--- src/rtl/inv_key_schedule_seq.sv ---
// inv_key_schedule_seq: iterative AES-128 round-key feeder emitting round keys 10 down to 0
module inv_key_schedule_seq #(
   parameter int NUM_ROUNDS = 10
) (
   input  logic         clk,
   input  logic         rst_n,
   input  logic         key_valid,
   output logic         key_ready,
   input  logic [127:0] cipher_key,
   output logic         rk_valid,
   input  logic         rk_ready,
   output logic [127:0] round_key,
   output logic [3:0]   round_idx,
   output logic         last,
   output logic         busy
);

   if (NUM_ROUNDS != 10) begin : g_cfg_err
      $error("inv_key_schedule_seq: only NUM_ROUNDS = 10 (AES-128) is supported");
   end

   localparam logic [3:0] LAST_RND = 4'(NUM_ROUNDS);

   typedef enum logic [1:0] {IDLE, EXPAND, EMIT} state_t;

   state_t       state_q, state_d;
   logic [127:0] key_q, key_d;
   logic [3:0]   cnt_q, cnt_d;
   logic [31:0]  w0, w1, w2, w3, w3p, sel, rot, sw, t;
   logic [127:0] fwd, bwd;

   function automatic logic [7:0] gmul(input logic [7:0] a, input logic [7:0] b);
      logic [7:0] p, x;
      p = 8'h00;
      x = a;
      for (int k = 0; k < 8; k++) begin
         if (b[k]) p = p ^ x;
         x = {x[6:0], 1'b0} ^ (x[7] ? 8'h1b : 8'h00);
      end
      return p;
   endfunction

   // S-box as GF(2^8) inverse (a^254) followed by the AES affine transform
   function automatic logic [7:0] sbox(input logic [7:0] a);
      logic [7:0] p, r;
      p = a;
      r = 8'h01;
      for (int k = 0; k < 7; k++) begin
         p = gmul(p, p);
         r = gmul(r, p);
      end
      return r ^ {r[6:0], r[7]} ^ {r[5:0], r[7:6]} ^ {r[4:0], r[7:5]} ^ {r[3:0], r[7:4]} ^ 8'h63;
   endfunction

   function automatic logic [7:0] rcon(input logic [3:0] r);
      case (r)
         4'd1:    return 8'h01;
         4'd2:    return 8'h02;
         4'd3:    return 8'h04;
         4'd4:    return 8'h08;
         4'd5:    return 8'h10;
         4'd6:    return 8'h20;
         4'd7:    return 8'h40;
         4'd8:    return 8'h80;
         4'd9:    return 8'h1b;
         4'd10:   return 8'h36;
         default: return 8'h00;
      endcase
   endfunction

   assign {w0, w1, w2, w3} = key_q;
   assign w3p = w3 ^ w2;
   assign sel = (state_q == EMIT) ? w3p : w3;
   assign rot = {sel[23:0], sel[31:24]};

   for (genvar i = 0; i < 4; i++) begin : g_sbox
      assign sw[8*i +: 8] = sbox(rot[8*i +: 8]);
   end

   assign t   = sw ^ {rcon(cnt_q), 24'h0};
   assign fwd = {w0 ^ t, w1 ^ w0 ^ t, w2 ^ w1 ^ w0 ^ t, w3 ^ w2 ^ w1 ^ w0 ^ t};
   assign bwd = {w0 ^ t, w1 ^ w0, w2 ^ w1, w3p};

   // State, key and shared round counter registers
   always_ff @(posedge clk or negedge rst_n) begin
      if (!rst_n) begin
         state_q <= IDLE;
         key_q   <= '0;
         cnt_q   <= '0;
      end else begin
         state_q <= state_d;
         key_q   <= key_d;
         cnt_q   <= cnt_d;
      end
   end

   // Next state: load, expand forward to round 10, then step backwards per handshake
   always_comb begin
      state_d = state_q;
      key_d   = key_q;
      cnt_d   = cnt_q;
      case (state_q)
         IDLE: if (key_valid) begin
            key_d   = cipher_key;
            cnt_d   = 4'd1;
            state_d = EXPAND;
         end
         EXPAND: begin
            key_d = fwd;
            if (cnt_q == LAST_RND) state_d = EMIT;
            else cnt_d = cnt_q + 4'd1;
         end
         EMIT: if (rk_ready) begin
            if (cnt_q != 4'd0) begin
               key_d = bwd;
               cnt_d = cnt_q - 4'd1;
            end else begin
               state_d = IDLE;
            end
         end
         default: state_d = IDLE;
      endcase
   end

   // Outputs decoded from registered state only
   always_comb begin
      key_ready = (state_q == IDLE);
      busy      = (state_q != IDLE);
      rk_valid  = (state_q == EMIT);
      round_idx = rk_valid ? cnt_q : 4'd0;
      last      = rk_valid && (cnt_q == 4'd0);
      round_key = key_q;
   end

endmodule
--- config.mk ---
export PLATFORM = sky130hd
export DESIGN_NAME = inv_key_schedule_seq
export DESIGN_NICKNAME = d
export VERILOG_FILES = /design/src/rtl/inv_key_schedule_seq.sv
export SDC_FILE = /design/constraint.sdc
export NUM_CORES = 2
export LEC_CHECK = 0
export ABC_CLOCK_PERIOD_IN_PS = 21300
export BUFFER_PORTS_ARGS = -buffer_cell sky130_fd_sc_hd__clkbuf_2
export CORE_MARGIN = 2
export CORE_UTILIZATION = 50
export CTS_CLUSTER_DIAMETER = 120
export DETAILED_ROUTE_END_ITERATION = 10
export GPL_ROUTABILITY_DRIVEN = 1
export PLACE_DENSITY = 0.71
export SYNTH_ARGS = -nofsm -noshare
export SYNTH_HDL_FRONTEND = slang
export SYNTH_SLANG_ARGS = --single-unit
--- constraint.sdc ---
create_clock -name clk -period 21.3 [get_ports clk]
set_input_delay 4.26 -clock clk [delete_from_list [all_inputs] [get_ports clk]]
set_output_delay 4.26 -clock clk [all_outputs]
set_load 0.01 [all_outputs]
# Word-level counts from Yosys, hierarchy flattened
# Memories as Yosys holds them, arrays and structs flattened.
# Cells that the tools add are included.
dict set report op_classes {
  n_addsub 2
  mul 0
  n_div 0
  n_lt_le_gt_ge 0
  eq_ne 9
  shift 0
  mux 828
  bitwise 787
  reduce_logical 9
}
# op n
set ops {}
lappend ops {{2-to-1 mux 8 bit} 420}
lappend ops {{bitwise XOR 8 bit} 380}
lappend ops {{bitwise XOR 8 x 5 -> 8 bit} 364}
lappend ops {{2-to-1 mux 5 bit} 368}
lappend ops {{2-to-1 mux 128 bit} 3}
lappend ops {{one-hot mux 128 bit (3 select lines)} 1}
lappend ops {{bitwise XOR 32 bit} 11}
lappend ops {{2-to-1 mux 4 bit} 9}
lappend ops {{2-to-1 mux 32 bit} 1}
lappend ops {{2-to-1 mux 7 bit} 4}
lappend ops {{NOT 1 bit, first input constant} 28}
lappend ops {{2-to-1 mux 6 bit} 4}
lappend ops {{2-to-1 mux 2 bit} 8}
lappend ops {{NOT 4 bit} 4}
lappend ops {{2-to-1 mux 3 bit} 4}
lappend ops {{one-hot mux 4 bit (3 select lines)} 1}
lappend ops {{inequality test 2 bit, second input constant} 4}
lappend ops {{AND reduction 4 bit} 2}
lappend ops {{one-hot mux 2 bit (3 select lines)} 1}
lappend ops {{AND reduction 5 bit} 1}
lappend ops {{adder 4 x 1 -> 4 bit, second input constant} 1}
lappend ops {{equality test 4 bit, second input constant} 1}
lappend ops {{logical NOT 4 bit} 1}
lappend ops {{2-to-1 mux 1 bit} 4}
lappend ops {{9 further kinds} 10}
dict set report word_totals {
  register_bits 134
  latch_bits 0
  ramBits 0
  rom_bits 128
  inputBits 132
  out_inout_bits 136
  word_cells 1639
  mem_count 1
}
# name depth word_bits rd rd_ports_with_merged_regs write_ports line
set memory_table {}
lappend memory_table {{(name not given)} 16 8 1 0 0 56} ;# case (r)

# Depth between registers and ports, before layout
dict set report depth {
  ltp_word 139
  mapped_depth 80
  mapped_depth_nobuf 63
}

# Worst setup path before layout
# No wires, ideal clock.
dict set report synth_timing {
  kind {flip-flop to flip-flop}
  start {register state_q[0]}
  end {register key_q[28], in the netlist round_key[28]}
  setup_time_ns 0.128
  t_arrival_ns 17.044
  required_time_ns 21.172
  slack_ns 4.129
  path_stages_with_launch 71
  path_buffers 10
  period_less_slack_ns 17.171
  cell_sequence {dfrtp_1 -> inv_1 -> ha_1 -> buf_6 -> and3b_1 -> nor2_2 -> inv_2 -> ha_1 -> clkbuf_1 -> nand2_1 -> xnor2_1 -> inv_2 -> buf_1 -> clkbuf_1 -> ha_1 -> clkbuf_1 -> nand2_1 -> xor2_1 -> [35 not listed] -> nand3_1 -> o21a_1 -> xnor3_1 -> or3_1 -> and2_1 -> buf_4 -> xnor2_1 -> xor2_1 -> mux2_2 -> a21oi_1 -> xor3_1 -> xor2_1 -> xor3_2 -> xor2_2 -> xnor2_1 -> mux2_2 -> a221oi_1 -> nor3_1}
}
dict set report synth_between {
  elab_chain_cells 133
  elab_cells_between_ends 401
  cone_classes {5 x eq/ne; 205 x mux; 188 x bitwise; 3 x reduce/logical}
}
# element line
set synth_lines {}
lappend synth_lines {{from (decl)} 26} ;# state_t state_q, state_d;
lappend synth_lines {{from (signal assigned)} 91} ;# state_q <= state_d;
lappend synth_lines {{equality test 2 bit *} --}
lappend synth_lines {{net rk_valid} 10} ;# output logic rk_valid,
lappend synth_lines {{2-to-1 mux 32 bit} 73} ;# assign sel = (state_q == EMIT) ? w3p : w3;
lappend synth_lines {{2-to-1 mux 5 bit (tied with other cells)} 38} ;# x = {x[6:0], 1'b0} ^ (x[7] ? 8'h1b : 8'h00);
lappend synth_lines {{bitwise XOR 8 x 5 -> 8 bit / bitwise XOR 8 bit (equally long branches)} {38, 37}}
lappend synth_lines {{bitwise XOR 8 bit / 2-to-1 mux 8 bit (equally long branches)} 37} ;# if (b[k]) p = p ^ x;
lappend synth_lines {{2-to-1 mux 8 bit / bitwise XOR 8 bit (equally long branches)} 37}
lappend synth_lines {{bitwise XOR 8 bit / 2-to-1 mux 8 bit (equally long branches)} 37}
lappend synth_lines {{[115 not listed]} --}
lappend synth_lines {{bitwise XOR 8 bit} 37}
lappend synth_lines {{2-to-1 mux 8 bit} 37}
lappend synth_lines {{bitwise XOR 8 bit} 37}
lappend synth_lines {{2-to-1 mux 8 bit} 37}
lappend synth_lines {{bitwise XOR 8 bit (4 in a row)} 52} ;# return r ^ {r[6:0], r[7]} ^ {r[5:0], r[7:6]} ^ {r[4:0], r[7:5]} ^ {r[3:0], r[7:4]} ^ 8'h63;
lappend synth_lines {{bitwise XOR 32 bit} 80} ;# assign t = sw ^ {rcon(cnt_q), 24'h0};
lappend synth_lines {{bitwise XOR 32 bit} 81} ;# assign fwd = {w0 ^ t, w1 ^ w0 ^ t, w2 ^ w1 ^ w0 ^ t, w3 ^ w2 ^ w1 ^ w0 ^ t};
lappend synth_lines {{one-hot mux 128 bit (3 select lines)} 102} ;# case (state_q)
lappend synth_lines {{to (signal assigned)} 92} ;# key_q <= key_d;
lappend synth_lines {{to (decl)} 27} ;# logic [127:0] key_q, key_d;
# The timed path passes the listed nets; every way through them passes the cells marked *.
# A chain may end at the register's enable or synchronous reset.

# Final worst setup path
dict set report layout_timing {
  start {register state_q[0]}
  end {register key_q[22], in the netlist round_key[22]}
}
dict set report layout_between {
  elab_chain_cells 134
  elab_cells_between_ends 402
  cone_classes {5 x eq/ne; 205 x mux; 189 x bitwise; 3 x reduce/logical}
}
# element line
set layout_lines {}
lappend layout_lines {{equality test 2 bit} {73, 102}}
lappend layout_lines {{2-to-1 mux 32 bit} 73}
lappend layout_lines {{2-to-1 mux 5 bit} 38}
lappend layout_lines {{bitwise XOR 8 x 5 -> 8 bit} 38}
lappend layout_lines {{bitwise XOR 8 bit} 37}
lappend layout_lines {{2-to-1 mux 8 bit} 37}
lappend layout_lines {{bitwise XOR 8 bit} 37}
lappend layout_lines {{2-to-1 mux 8 bit} 37}
lappend layout_lines {{[115 not listed]} --}
lappend layout_lines {{2-to-1 mux 8 bit} 37}
lappend layout_lines {{bitwise XOR 8 bit} 37}
lappend layout_lines {{2-to-1 mux 8 bit} 37}
lappend layout_lines {{bitwise XOR 8 bit (4 in a row)} 52}
lappend layout_lines {{NOT 4 bit (no source line)} --}
lappend layout_lines {{bitwise XOR 32 bit} 80}
lappend layout_lines {{bitwise XOR 32 bit} 81}
lappend layout_lines {{one-hot mux 128 bit (3 select lines)} 102}
# Parallel ways exist; a longest one is shown, timed or not.

==> results.ini <==
[outcome]
status=complete, no violations

[hold_path]
hp-class=reg2reg
min_path_cells=2
hold_start=round_key[119]
hold_end=round_key[119]

[cells_and_area]
area_delta_synth_final_pct=5.38
final-seq-area_um2=3350
multi_input_area_um2=62400
n_fill_cell=13100
nets=9207
fin_area_um2=72400
drive_above_1_share_pct=10.8

[route]
drc_errors=0
routedWlPerCell_um=21.8
vias_per_cell=6.28
wirelength_mm=237
first_pass_iters=9
drt_iter0_markers=7965
vias=68100
detail-route-antenna-nets=0

[floorplan]
start_util_pct=50.2
die_y_um=375
coreArea_um2=137000
num_rows=136
boundaryPins=268
die_w_um=375
dieArea_um2=140000

[placement]
gp_congestion=0.992
hpwlAfterDp_mm=176
dpl_worst_slack_ns=0.887
place_area_um2=71700
numPortBuffers=267

[cts]
cts_tree=done
cts_buffers=17
root_buffer=clkbuf_16
h-tree-depth=4
clockBufferDepth=2
clock_latency_ns=0.49
clock_sinks=134
cts.reportedPaths.clkPinSlew_ns=0.07

[setup_path]
r2r_slack_ns=1.23
worstReg2RegEnd=round_key[22]
cpMostUsedCell=xor2_1
cp.arrival_ns=20.45
ff2ff_path_depth=56
cp_slowest_stage_delay_ns=0.85
crit_buf_inv=4
cp_slowest_cell=xnor3_1
worst-path-max-fanout=68
startpoint_type=flop
crit_path_end_kind=flop
path_delay_family=XOR/XNOR gates
reg2reg_from=state_q[0]
path_class=reg2reg
worstPathRequired_ns=21.69

[yosys]
synth.cell_area_um2=68700
ys_seq_elements=134
synthTopCellsByCount=xnor2_1 (1,589), nor2_1 (1,247), nand2_1 (828)
synth.distinct_cells=122
yosys_warnings=0
synth_cells=9184
synth.yosys.seq_area_share_pct=4.88
netlist.area_leader.share_pct=20.3
synthTopCellsByArea=xnor2_1 (20%), xnor3_1 (11%), xor2_1 (7.1%)
synth_edf_count=0
synthFlopType=dfrtp_1
syn_avg_cell_area_um2=7.48
syn_nets=9347
synth_largest_area_cell=xnor2_1
synth-async-reset-ratio_pct=100
synth.most_common_cell=xnor2_1

[timing]
tightest_slew_ns=1.41
setup_violations=0
post-route-period-util_pct=94.2
hold_viol_final=0
fin_worst_skew_ns=0.0206
rsz0062_at_grt=no
fmax_ghz=0.0498
timing.hold.ws_ns=0.572
fin_tns_setup_ns=0
period_minus_slack_ns=20.07
finalMaxSlewViolations=0
setup_slack_ns=1.23
relSlewSlack_pct=6.02

[global_routing]
grt_pass1_wl_mm=367
grt_max_degree=111
grt_pass1_vias=62600
gr-total-overflow=0
track_usage_pct=32.2
antenna_found_initial=29

[job]
maxCapViolations=0

[cell type report]
class / instances / share of cell area, %
Multi-Input combinational cell: 8232 / 86.2
Sequential cell: 134 / 4.63
Timing Repair Buffer: 526 / 4.56
Tap cell: 1794 / 3.10
Inverter: 133 / 0.690
Clock buffer: 17 / 0.588
Clock inverter: 15 / 0.218
Antenna cell: 7 / 0.0242
[placed cells by master (no fill, tap or decap), drive strengths merged, types with 45 or more instances in the layout]
| cell type | instances |
|---|---|
| and2 | 51 |
| a32oi | 50 |
| inv | 133 |
| a22oi | 68 |
| nand3 | 199 |
| xor2 | 599 |
| buf | 260 |
| or2 | 46 |
| a221oi | 53 |
| dfrtp | 134 |
| nor2b | 56 |
| xor3 | 57 |
| a21oi | 534 |
| nor3 | 335 |
| and3 | 51 |
| o22ai | 157 |
| clkbuf | 283 |
| nor2 | 1260 |
| mux2 | 45 |
| xnor2 | 1702 |
| a31oi | 66 |
| a211oi | 95 |
| mux2i | 238 |
| o211ai | 88 |
| o21ai | 520 |
| nand2b | 102 |
| xnor3 | 361 |
| nand2 | 836 |
[metrics by stage]
stage | util (%) | instances
6_report | 52.9 | 10900
5_1_grt | 52.9 | 10900
4_1_cts | 52.8 | 10900
3_5_place_dp | 52.3 | 10800
3_3_place_gp | 52.3 | 10800
2_1_floorplan | - | 9184
[cells by family (layout without fill, tap and decap cells)]
| family | count (synthesis) | count (layout) | share of synthesized area [%] |
|---|---|---|---|
| compound gates | 2083 | 2083 | 19.7 |
| xor+xnor | 2719 | 2719 | 45.3 |
| fa+ha+maj | 36 | 36 | 0.648 |
| buf+inv | 818 | 691 | 5.16 |
| flops | 134 | 134 | 4.88 |
| mux | 284 | 284 | 4.24 |
| other cells | 0 | 7 | 0 |
| simple gates | 3110 | 3110 | 20.1 |
[flip-flops by register name, summed over array words and instances (netlist names)]
name       count
state_q        2
round_key    128
cnt_q          4
[tightest hold or removal path: cells and delay by family, from the launching register on]
kind / cells / cell delay, ns
flops: 1 / 0.40
compound gates: 1 / 0.07
simple gates: 1 / 0.06
[metal layers]
metal	up-vias	wire length [um]	track usage (%)
met3	495	26000	7.05
met5	-	173	0
met2	3489	105000	50.2
met1	32500	97100	43.7
met4	28	8710	11.3
li1	31600	-	-
[timing repair]
item	CTS	global route
gates resized for setup	0	14
hold buffers	0	0
setup endpoints to repair	0	37
setup buffers	0	0
[worst max-delay path by stage]
stage	to	depth (start not counted)	slack [ns]	from
after floorplan	round_key[28]	70	4.13	state_q[0]
after global placement	round_key[16]	57	0.94	state_q[0]
after detailed placement	round_key[81]	53	0.89	state_q[0]
after CTS	round_key[81]	53	0.79	state_q[0]
after global routing	round_key[13]	58	0.17	state_q[0]
final	round_key[22]	56	1.23	state_q[0]
Power is left out: the tool's default activity adds up to more than one toggle a clock period on the data nets, which glitch-free logic cannot reach.
